`config.mk`:
```
export PLATFORM = sky130hd
export DESIGN_NAME = serial_sub_sequencer
export DESIGN_NICKNAME = d
export VERILOG_FILES = /design/src/rtl/serial_sub_sequencer.sv
export SDC_FILE = /design/constraint.sdc
export NUM_CORES = 1
export LEC_CHECK = 0
export BUFFER_PORTS_ARGS = -buffer_cell sky130_fd_sc_hd__buf_4
export CAP_MARGIN = 15
export CORE_ASPECT_RATIO = 1.2
export CORE_UTILIZATION = 40
export DETAILED_ROUTE_END_ITERATION = 12
export HOLD_SLACK_MARGIN = 0.02
export SLEW_MARGIN = 25
export SYNTH_ARGS = -nofsm -noshare
export SYNTH_HDL_FRONTEND = slang
export SYNTH_SLANG_ARGS = --single-unit
export TNS_END_PERCENT = 100
```
`constraint.sdc`:
```
create_clock -name iClk -period 4.9 [get_ports iClk]
set_clock_uncertainty 0.1 [all_clocks]
set_input_delay 0.98 -clock iClk [delete_from_list [all_inputs] [get_ports iClk]]
set_output_delay 0.98 -clock iClk [all_outputs]
set_load 0.01 [all_outputs]
```
`src/rtl/serial_sub_sequencer.sv`:
```
// -----------------------------------------------------------------------------
// serial_sub_sequencer
//   Bit-serial subtract controller. Computes oDiff = iA - iB for WIDTH-bit
//   operands by feeding one bit pair per cycle (LSB first) and the running
//   borrow into an external combinational full subtracter. It collects that
//   stage's diff/borrow bits and assembles the result.
//
// Ports
//   iClk, iRst_n        clock (rising edge), asynchronous active-low reset
//   iStart              start request, honoured only in IDLE or DONE
//   iA, iB              minuend / subtrahend, captured on an accepted start
//   oBitA, oBitB, oBitC operand bits and borrow-in to the full subtracter
//   iBitDiff, iBitBorrow full subtracter diff / borrow-out, same cycle
//   oBusy               high while bits are being shifted
//   oDone               one-cycle pulse when oDiff/oBorrow become valid
//   oDiff, oBorrow      result and final borrow, held until the next result
// -----------------------------------------------------------------------------
module serial_sub_sequencer #(
  parameter int WIDTH = 8
) (
  input  logic             iClk,
  input  logic             iRst_n,
  input  logic             iStart,
  input  logic [WIDTH-1:0] iA,
  input  logic [WIDTH-1:0] iB,
  output logic             oBitA,
  output logic             oBitB,
  output logic             oBitC,
  input  logic             iBitDiff,
  input  logic             iBitBorrow,
  output logic             oBusy,
  output logic             oDone,
  output logic [WIDTH-1:0] oDiff,
  output logic             oBorrow
);

  localparam int CNT_W = $clog2(WIDTH) + 1;
  localparam logic [CNT_W-1:0] CNT_LAST = CNT_W'(WIDTH - 1);

  typedef enum logic [1:0] {
    ST_IDLE  = 2'd0,
    ST_SHIFT = 2'd1,
    ST_DONE  = 2'd2
  } state_t;

  state_t             state_q, state_d;
  logic [WIDTH-1:0]   sh_a_q, sh_a_d;
  logic [WIDTH-1:0]   sh_b_q, sh_b_d;
  logic [WIDTH-1:0]   res_q, res_d;
  logic [WIDTH-1:0]   diff_q, diff_d;
  logic [CNT_W-1:0]   cnt_q, cnt_d;
  logic               brw_q, brw_d;
  logic               borrow_q, borrow_d;
  logic               accept;
  logic [WIDTH-1:0]   res_shift;

  // Result accumulates MSB-first from the right-shifting side: after WIDTH
  // shifts the first (LSB) diff bit has reached bit 0.
  if (WIDTH == 1) begin : g_res_w1
    assign res_shift = iBitDiff;
  end else begin : g_res_wn
    assign res_shift = {iBitDiff, res_q[WIDTH-1:1]};
  end

  // A new start is only honoured when no operation is in flight.
  assign accept = iStart && ((state_q == ST_IDLE) || (state_q == ST_DONE));

  always_ff @(posedge iClk or negedge iRst_n) begin
    if (!iRst_n) begin
      state_q  <= ST_IDLE;
      sh_a_q   <= '0;
      sh_b_q   <= '0;
      res_q    <= '0;
      diff_q   <= '0;
      cnt_q    <= '0;
      brw_q    <= 1'b0;
      borrow_q <= 1'b0;
    end else begin
      state_q  <= state_d;
      sh_a_q   <= sh_a_d;
      sh_b_q   <= sh_b_d;
      res_q    <= res_d;
      diff_q   <= diff_d;
      cnt_q    <= cnt_d;
      brw_q    <= brw_d;
      borrow_q <= borrow_d;
    end
  end

  always_comb begin
    state_d  = state_q;
    sh_a_d   = sh_a_q;
    sh_b_d   = sh_b_q;
    res_d    = res_q;
    diff_d   = diff_q;
    cnt_d    = cnt_q;
    brw_d    = brw_q;
    borrow_d = borrow_q;

    case (state_q)
      ST_IDLE: begin
        if (iStart) state_d = ST_SHIFT;
      end
      ST_SHIFT: begin
        res_d  = res_shift;
        brw_d  = iBitBorrow;
        sh_a_d = sh_a_q >> 1;
        sh_b_d = sh_b_q >> 1;
        cnt_d  = cnt_q + CNT_W'(1);
        if (cnt_q == CNT_LAST) begin
          state_d  = ST_DONE;
          // Capture the final stage directly so the result includes the
          // bit being consumed on this edge.
          diff_d   = res_shift;
          borrow_d = iBitBorrow;
        end
      end
      ST_DONE: begin
        state_d = iStart ? ST_SHIFT : ST_IDLE;
      end
      default: begin
        state_d = ST_IDLE;
      end
    endcase

    if (accept) begin
      sh_a_d = iA;
      sh_b_d = iB;
      brw_d  = 1'b0;
      cnt_d  = '0;
      res_d  = '0;
    end
  end

  assign oBusy   = (state_q == ST_SHIFT);
  assign oDone   = (state_q == ST_DONE);
  assign oBitA   = oBusy & sh_a_q[0];
  assign oBitB   = oBusy & sh_b_q[0];
  assign oBitC   = oBusy & brw_q;
  assign oDiff   = diff_q;
  assign oBorrow = borrow_q;

endmodule
```
==> qor.txt, run 1 <==
status -> completed
R2R depth -> 4
DRC -> 0
Routed Antenna Nets -> 0
Top delay family on crit path -> simple AND/OR/NAND/NOR gates
initial core utilization -> 0.429
synth top area cells -> dfrtp_1, mux2_2, a22o_1
crit path cell chain -> nand2b_1, inv_1, and2_1, buf_4
Reg-to-Reg End -> cnt_q[1]$_DFFE_PN0P_
NumNets Final -> 189
Worst Setup Start Kind -> register
worst hold path class -> register to register
H-tree levels -> 2
total CTS buffers -> 5
Worst R2R Setup Slack -> 2.17 ns
Port Buffers -> 34
Worst-Skew Late Latency -> 0.30 ns
Yosys reg bits -> 39
vias in the first global route -> 1128
fin crit period -> 3.47 ns
Max-cap violations -> 0
Peak Freq -> 288 MHz
pwr dens -> 675 nW/um2
largest net degree at the start of global routing -> 40
Yosys top cell area share -> 0.610
initial antenna violation count -> 0
Leakage -> 0.966 nW
Core Footprint -> 3720 um2
slew margin rel. -> 0.399
clk sinks -> 39
CTS tree -> built
vias -> 1140
post-DP HPWL -> 1.93 mm
Die H -> 71.3 um
final hold viol count -> 0
worst path required time -> 3.82 ns
vias per std cell -> 5.18
Least-Margin Pin Slew -> 0.901 ns
slowest cell on the critical path -> inv_1
leading area contributor after synthesis -> dfrtp_1
Fill cells -> 361
setup TNS -> 0 ns
Crit path depth -> 4
crit-path max FO -> 31
floorplan row count -> 24
unrepaired setup endpoints after global routing -> no
synthesized area per cell -> 11.8 um2
Starting DRT DRC Count -> 66
Root Buffer -> clkbuf_8
Crit path arrival time -> 2.39 ns
ys async rst share -> 1.00
first-pass GRT wire length -> 5.17 mm
commonest non-fill, non-tap cell in the layout -> dfrtp_1
worst path buffer plus inverter count -> 2
PostCTS Resize Cnt -> 0
setup violators final -> 0
top_reg_cell synth -> dfrtp_1
wire per inst -> 13.7 um
worst hold margin -> 0.393 ns
CP peak stage delay -> 0.63 ns
final worst path period share -> 0.708
Total Power -> 0.00136 W
Die Area -> 4260 um2
CTS max path bufs -> 2
hold_buf cts -> 0
commonest cells after routing, fill and taps aside -> dfrtp_1, buf_4, nand2_1
non-filler cells, final -> 220
area grow syn2layout -> 25.6%
gr usage total -> 0.164
Initial DRT Pass Iterations -> 4
VDD IR max -> 0.000268 V
Detailed Route WL -> 3.02 mm
GR Overflow Total -> 0
Die Wd -> 59.7 um
Reg-to-Reg Start -> state_q[0]$_DFFE_PN0P_
register area share after synthesis -> 0.610
diodes inserted -> 0
WHS Path Cells -> 2
CP Capture Type -> primary output
dpl cells -> 212
share of layout cells above drive strength 1 -> 0.315
Synth Net Count -> 157
Syn. warnings -> 0
Post-synth EDFFs -> 0
synthesized area -> 1600 um2
post-CTS setup buffers -> 0
Cell variety after synth -> 23
num ports -> 35
GP Congestion -> 0.718
post-synthesis cell count -> 135
hold path startpoint -> sh_a_q[0]$_DFFE_PN0P_
Endpoint, Worst Hold -> sh_a_q[0]$_DFFE_PN0P_
Worst-path clk slew -> 0.08 ns
crit path kind -> register to primary output
Pins Over Slew Limit -> 0
[per-layer routing]
| metal | part of all wire | up-vias | GRT usage |
|---|---|---|---|
| li1 | - | 541 | - |
| met1 | 0.47 | 559 | 0.215 |
| met2 | 0.45 | 34 | 0.246 |
| met3 | 0.064 | 6 | 0.0632 |
| met4 | 0.017 | 0 | 0.0620 |
| met5 | 0 | - | 0 |
[logic make-up (layout without fill, tap and decap cells)]
kind of cell             after synthesis  count (layout)  share of synthesized area
AND/OR/NAND/NOR                       46              46                      0.139
flip-flops                            39              39                      0.610
AO/OA/AOI/OAI                         27              27                      0.129
multiplexers                          12              12                     0.0829
buffers and inverters                 10              43                     0.0313
adder cells (fa/ha/maj)                1               1                    0.00782
[cell usage after synthesis, drive strengths merged, types with 3 or more instances]
cell	count
a22o	11
a22oi	10
a31oi	3
and2	3
buf	5
clkbuf	4
dfrtp	39
mux2	10
nand2	20
nand3	11
nor2	5
[flip-flops by register name, indices dropped and copies added (netlist names)]
signal and flops:
brw_q 1, cnt_q 4, oBorrow 1, oDiff 8, res_q 7, sh_a_q 8
sh_b_q 8, state_q 2
[per-stage QoR]
step	setup WS (ns)	util	cell area, um2
after global routing	1.25	0.539	2010
after detailed placement	1.77	0.503	1870
after global placement	1.82	0.503	1870
after CTS	1.43	0.539	2010
final	1.43	0.539	2010
after floorplan	2.74	-	1600
[power breakdown]
group          leakage (nW)  internal [W]  switching, W  total (W)
combinational         0.414      0.000237      0.000245   0.000481
clock                0.0654      0.000204      0.000113   0.000316
sequential            0.487      0.000469     0.0000885   0.000558
total                 0.966      0.000909      0.000446    0.00136
[worst max-delay path by stage]
stage / from / endpoint / slack [ns]
6_report: state_q[0]$_DFFE_PN0P_ / oBitC / 1.43
3_3_place_gp: state_q[0]$_DFFE_PN0P_ / oBitC / 1.82
3_5_place_dp: state_q[0]$_DFFE_PN0P_ / oBitC / 1.77
5_1_grt: state_q[0]$_DFFE_PN0P_ / oBitC / 1.25
4_1_cts: state_q[0]$_DFFE_PN0P_ / oBitC / 1.43
2_1_floorplan: state_q[1]$_DFFE_PN0P_ / oBitA / 2.74
[worst min-delay path: stages, from the launching register on]
cell and delay, ns:
dfrtp_1 0.34, nand3_1 0.06, nand2_1 0.06
[area by class of cell]
| cell class | count | area (um2) | share of cell area |
|---|---|---|---|
| clock buffers | 6 | 72.6 | 0.0361 |
| clock inverters | 2 | 60.1 | 0.0299 |
| inverters | 1 | 3.75 | 0.00187 |
| multi-input cells | 86 | 576 | 0.287 |
| flip-flops and latches | 39 | 976 | 0.486 |
| well taps | 52 | 65.1 | 0.0324 |
| repair buffers | 34 | 255 | 0.127 |
(Power assumes the default switching activity.)
==> inputs of run 2 (changes only) <==
clock period = 3 ns   (was 4.9 ns; I/O delays follow)
==> qor.txt, run 2 (synthesis results as in run 1) <==
status -> completed (unchanged)
met2 wire len -> 1.39 mm (was 1.36 mm)
Fill cells -> 355 (was 361)
final worst path period share -> 0.835
CP Capture Type -> primary output (unchanged)
Die Area -> 4260 um2 (unchanged)
Die Wd -> 59.7 um (unchanged)
Initial DRT Pass Iterations -> 4 (unchanged)
CTS max path bufs -> 2 (unchanged)
Peak Freq -> 399 MHz
CTS tree -> built (unchanged)
unrepaired setup endpoints after global routing -> no (unchanged)
GP Congestion -> 0.712 (was 0.718)
Int Power -> 0.00133 W (was 0.000909 W)
dpl cells -> 215 (was 212)
crit-path max FO -> 21 (was 31)
clk sinks -> 39 (unchanged)
floorplan row count -> 24 (unchanged)
Starting DRT DRC Count -> 45 (was 66)
Placed Area -> 1900 um2 (was 1870 um2)
H-tree levels -> 2 (unchanged)
Pins Over Slew Limit -> 0 (unchanged)
area grow syn2layout -> 23.1% (was 25.6%)
vias -> 1147 (was 1140)
non-filler cells, final -> 221 (was 220)
initial antenna violation count -> 0 (unchanged)
Comb power frac -> 0.398 (was 0.355)
GR Overflow Total -> 0 (unchanged)
setup violators final -> 0 (unchanged)
Worst Setup Start Kind -> register (unchanged)
part of the power in the clock network -> 0.157 (was 0.233)
gr usage total -> 0.161 (was 0.164)
total net switching power -> 0.000715 W (was 0.000446 W)
PostCTS Resize Cnt -> 0 (unchanged)
diodes inserted -> 0 (unchanged)
Worst R2R Setup Slack -> 0.88 ns (was 2.17 ns)
Least-Margin Pin Slew -> 0.737 ns (was 0.901 ns)
share of layout cells above drive strength 1 -> 0.314 (was 0.315)
Detailed Route WL -> 3.06 mm (was 3.02 mm)
crit path kind -> register to primary output (unchanged)
Max-cap violations -> 0 (unchanged)
Root Buffer -> clkbuf_8 (unchanged)
vias per std cell -> 5.19 (was 5.18)
met3 WL -> 178 um (was 194 um)
setup TNS -> 0 ns (unchanged)
VDD IR max -> 0.000458 V (was 0.000268 V)
NumNets Final -> 192 (was 189)
total CTS buffers -> 5 (unchanged)
commonest cells after routing, fill and taps aside -> dfrtp_1, buf_4, nand2_1 (unchanged)
first-pass GRT wire length -> 5.11 mm (was 5.17 mm)
worst path required time -> 2.30 ns (was 3.82 ns)
Core Footprint -> 3720 um2 (unchanged)
final core occ -> 0.529 (was 0.539)
initial core utilization -> 0.429 (unchanged)
Crit path arrival time -> 1.80 ns (was 2.39 ns)
Die H -> 71.3 um (unchanged)
hold_buf cts -> 0 (unchanged)
Worst-path clk slew -> 0.07 ns (was 0.08 ns)
largest net degree at the start of global routing -> 40 (unchanged)
fin crit period -> 2.50 ns
sw frac -> 0.350 (was 0.329)
Leakage -> 0.952 nW (was 0.966 nW)
wire per inst -> 13.9 um (was 13.7 um)
Final Instance Area -> 1970 um2 (was 2010 um2)
final hold viol count -> 0 (unchanged)
post-CTS setup buffers -> 0 (unchanged)
post-DP HPWL -> 2.02 mm (was 1.93 mm)
Worst-Skew Late Latency -> 0.29 ns (was 0.30 ns)
Port Buffers -> 34 (unchanged)
pwr dens -> 1040 nW/um2 (was 675 nW/um2)
commonest non-fill, non-tap cell in the layout -> dfrtp_1 (unchanged)
num ports -> 35 (unchanged)
vias in the first global route -> 1149 (was 1128)
met1 wire length -> 1.42 mm (about the same)
slew margin rel. -> 0.507 (was 0.399)
Routed Antenna Nets -> 0 (unchanged)
Sequential Power Share -> 0.445 (was 0.412)
DRC -> 0 (unchanged)
top routing layer in use -> met4 (unchanged)
worst hold path class -> input pin to async pin (was register to register)
## run 2: cell types whose count changed in the layout (fill, tap and decap cells not counted)
cell / previous run / this run
bufinv_16: 2 / 0
nor2b_1: 0 / 1
buf_4: 34 / 37
nor2b_2: 1 / 0
## run 2: cell type report
class	instances	area, um2	share of cell area
multi-input cells	86	573	0.291
clock buffers	6	72.6	0.0369
inverters	1	3.75	0.00191
flip-flops and latches	39	976	0.496
repair buffers	37	278	0.141
well taps	52	65.1	0.0331
## run 2: stage by stage
stage / power (W) / setup slack (ns) / hold slack (ns)
global placement: 0.00172 / 0.832 / 0.375
CTS: 0.00207 / 0.482 / 0.190
floorplan: 0.00146 / 1.22 / 0.204
global route: 0.00219 / 0.399 / 0.221
finish: 0.00204 / 0.496 / 0.168
detailed placement: 0.00174 / 0.800 / 0.380
## run 2: path summary, 6_finish.rpt
path | from | endpoint | cells after the start
setup / recovery | state_q[1]$_DFFE_PN0P_ | oBitC | 5
hold reg to reg | brw_q$_DFFE_PN0P_ | brw_q$_DFFE_PN0P_ | 1
max in group asynchronous | iRst_n | sh_b_q[7]$_DFFE_PN0P_ | 1
setup reg to reg | state_q[0]$_DFFE_PN0P_ | res_q[3]$_DFFE_PN0P_ | 5
hold / removal | iRst_n | sh_b_q[0]$_DFFE_PN0P_ | 1
min in group iClk | brw_q$_DFFE_PN0P_ | brw_q$_DFFE_PN0P_ | 1
## run 2: worst max-delay path, cell delays in order (launching register included)
cell	delay, ns
dfrtp_1	0.37
nand2b_1	0.13
buf_4	0.20
inv_1	0.48
and2_1	0.21
buf_4	0.12
## run 2: layer usage
metal / GRT usage / vias up
met5: 0 / -
met1: 0.207 / 555
met3: 0.0361 / 8
li1: - / 547
met4: 0.0853 / 0
met2: 0.252 / 37
## run 2: power groups by stage
| stage | combinational, W | clock (W) | sequential, W |
|---|---|---|---|
| after global placement | 0.000806 | 0 | 0.000911 |
| after CTS | 0.000827 | 0.000329 | 0.000909 |
| final | 0.000813 | 0.000322 | 0.000909 |
| after floorplan | 0.000548 | 0 | 0.000913 |
| after detailed placement | 0.000824 | 0 | 0.000917 |
| after global routing | 0.000906 | 0.000343 | 0.000936 |
==> inputs of run 3 (changes only) <==
clock period = 2 ns   (was 3 ns; I/O delays follow)
==> qor.txt, run 3 (synthesis results as in run 1) <==
Top delay family on crit path -> buffers and inverters (unchanged)
worst path buffer plus inverter count -> 3 (unchanged)
Pins Over Slew Limit -> 0 (unchanged)
most used cell, CP -> buf_4 (unchanged)
diodes inserted -> 0 (unchanged)
post-DP HPWL -> 2.25 mm (was 2.02 mm)
Die Wd -> 59.7 um (unchanged)
crit path cell chain -> nand2b_1, inv_4, buf_4, and2_1, buf_4 (was nand2b_1, buf_4, inv_1, and2_1, buf_4)
setup violators final -> 0 (unchanged)
crit path launch -> state_q[1]$_DFFE_PN0P_ (unchanged)
Die Area -> 4260 um2 (unchanged)
Fill cells -> 353 (was 355)
Routed Antenna Nets -> 0 (unchanged)
initial core utilization -> 0.429 (unchanged)
initial antenna violation count -> 0 (unchanged)
clk sinks -> 39 (unchanged)
Max-cap violations -> 0 (unchanged)
pwr dens -> 1590 nW/um2 (was 1040 nW/um2)
Worst Setup Start Kind -> register (unchanged)
crit path kind -> register to primary output (unchanged)
final worst path period share -> 0.946
Root Buffer -> clkbuf_8 (unchanged)
Die H -> 71.3 um (unchanged)
VDD IR max -> 0.000697 V (was 0.000458 V)
Comb power frac -> 0.403 (was 0.398)
part of the power in the clock network -> 0.176 (was 0.157)
total CTS buffers -> 5 (unchanged)
vias in the first global route -> 1186 (was 1149)
vias -> 1181 (was 1147)
CTS tree -> built (unchanged)
CTS max path bufs -> 2 (unchanged)
CP peak stage delay -> 0.37 ns (was 0.48 ns)
GP Congestion -> 0.728 (was 0.712)
num ports -> 35 (unchanged)
Worst-Skew Late Latency -> 0.28 ns (was 0.29 ns)
Initial DRT Pass Iterations -> 4 (unchanged)
commonest cells after routing, fill and taps aside -> buf_4, dfrtp_1, nand2_1 (was dfrtp_1, buf_4, nand2_1)
worst hold path class -> input pin to register (was input pin to async pin)
worst path required time -> 1.50 ns (was 2.30 ns)
floorplan row count -> 24 (unchanged)
dpl ws -> 0.249 ns (was 0.800 ns)
post-CTS setup buffers -> 0 (unchanged)
Peak Freq -> 528 MHz
vias per std cell -> 5.16 (was 5.19)
DRC -> 0 (unchanged)
slowest cell on the critical path -> dfrtp_1 (was inv_1)
commonest non-fill, non-tap cell in the layout -> buf_4 (was dfrtp_1)
worst hold margin -> 0.224 ns (was 0.168 ns)
status -> completed (unchanged)
fin crit period -> 1.89 ns
wire per inst -> 14.0 um (was 13.9 um)
CP Capture Type -> primary output (unchanged)
crit-path max FO -> 10 (was 21)
Sequential Power Share -> 0.420 (was 0.445)
first-pass GRT wire length -> 5.48 mm (was 5.11 mm)
Leakage -> 0.993 nW (was 0.952 nW)
NumNets Final -> 198 (was 192)
Worst-path clk slew -> 0.07 ns (about the same)
Starting DRT DRC Count -> 47 (was 45)
Int Power -> 0.00215 W (was 0.00133 W)
setup TNS -> 0 ns (unchanged)
area grow syn2layout -> 27.9% (was 23.1%)
Crit path arrival time -> 1.39 ns (was 1.80 ns)
share of layout cells above drive strength 1 -> 0.345 (was 0.314)
hold path startpoint -> iA[3]
Reg-to-Reg Start -> state_q[1]$_DFFE_PN0P_ (was state_q[0]$_DFFE_PN0P_)
Least-Margin Pin Slew -> 0.771 ns (was 0.737 ns)
Core Footprint -> 3720 um2 (unchanged)
unrepaired setup endpoints after global routing -> no (unchanged)
post-route setup slack -> 0.108 ns (was 0.496 ns)
total net switching power -> 0.00111 W (was 0.000715 W)
slew margin rel. -> 0.484 (was 0.507)
sw frac -> 0.342 (was 0.350)
H-tree levels -> 2 (unchanged)
Port Buffers -> 34 (unchanged)
Detailed Route WL -> 3.21 mm (was 3.06 mm)
gr usage total -> 0.175 (was 0.161)
largest net degree at the start of global routing -> 40 (unchanged)
final hold viol count -> 0 (unchanged)
GR Overflow Total -> 0 (unchanged)
run 3: cell types whose count changed in the layout (fill, tap and decap cells not counted), sizes merged:
| cell | delta |
|---|---|
| clkbuf | +2 |
| buf | +5 |
| dlygate4sd3 | +1 |
run 3: final cells by class:
type                       count  area [um2]  share of cell area
clock buffer                   8         100              0.0489
inverter                       1        6.26             0.00306
multi-input combinational     86         573               0.280
sequential                    39         976               0.477
tap                           52        65.1              0.0318
timing repair buffer          43         325               0.159
run 3: tightest hold or removal path, cell delays in order:
cell	delay [ns]
buf_4	0.07
a22oi_1	0.05
nand2_1	0.05
run 3: what timing repair did:
item | 4_1_cts | 5_1_grt
hold buffers | 1 | 0
endpoints found under the hold margin | 39 | 0
setup endpoints to repair | 3 | 2
resized for setup | 1 | 1
run 3: path summary, 6_finish.rpt:
check                                        endpoint  slack, ns  cells past startpoint
worst max register to register   oDiff[2]$_DFFE_PN0P_       0.21                      4
worst min-delay path            sh_a_q[3]$_DFFE_PN0P_       0.22                      3
max in group asynchronous         oBorrow$_DFFE_PN0P_       0.95                      2
min in group asynchronous        cnt_q[0]$_DFFE_PN0P_       0.51                      2
worst min register to register  sh_a_q[0]$_DFFE_PN0P_       0.40                      2
worst max-delay path                            oBitB       0.11                      5
run 3: layer usage:
metal	GRT usage	routed length [um]	vias to the layer above
li1	-	-	561
met1	0.227	1430	576
met2	0.270	1530	37
met3	0.0578	199	7
met4	0.0698	56	0
met5	0	0	-
run 3: through the flow:
step           area, um2  total power, W  utilization  instances
2_1_floorplan       1600         0.00219            -        135
3_3_place_gp        1930         0.00265        0.519        220
3_5_place_dp        1930         0.00271        0.519        220
4_1_cts             2040         0.00330        0.549        229
5_1_grt             2050         0.00351        0.549        229
6_report            2050         0.00326        0.549        229
run 3: power groups by stage:
stage,registers (W),clock network (W),logic [W]
after floorplan,0.00137,0,0.000822
after global placement,0.00137,0,0.00128
after detailed placement,0.00138,0,0.00132
after CTS,0.00137,0.000591,0.00133
after global routing,0.00141,0.000629,0.00147
final,0.00137,0.000575,0.00131
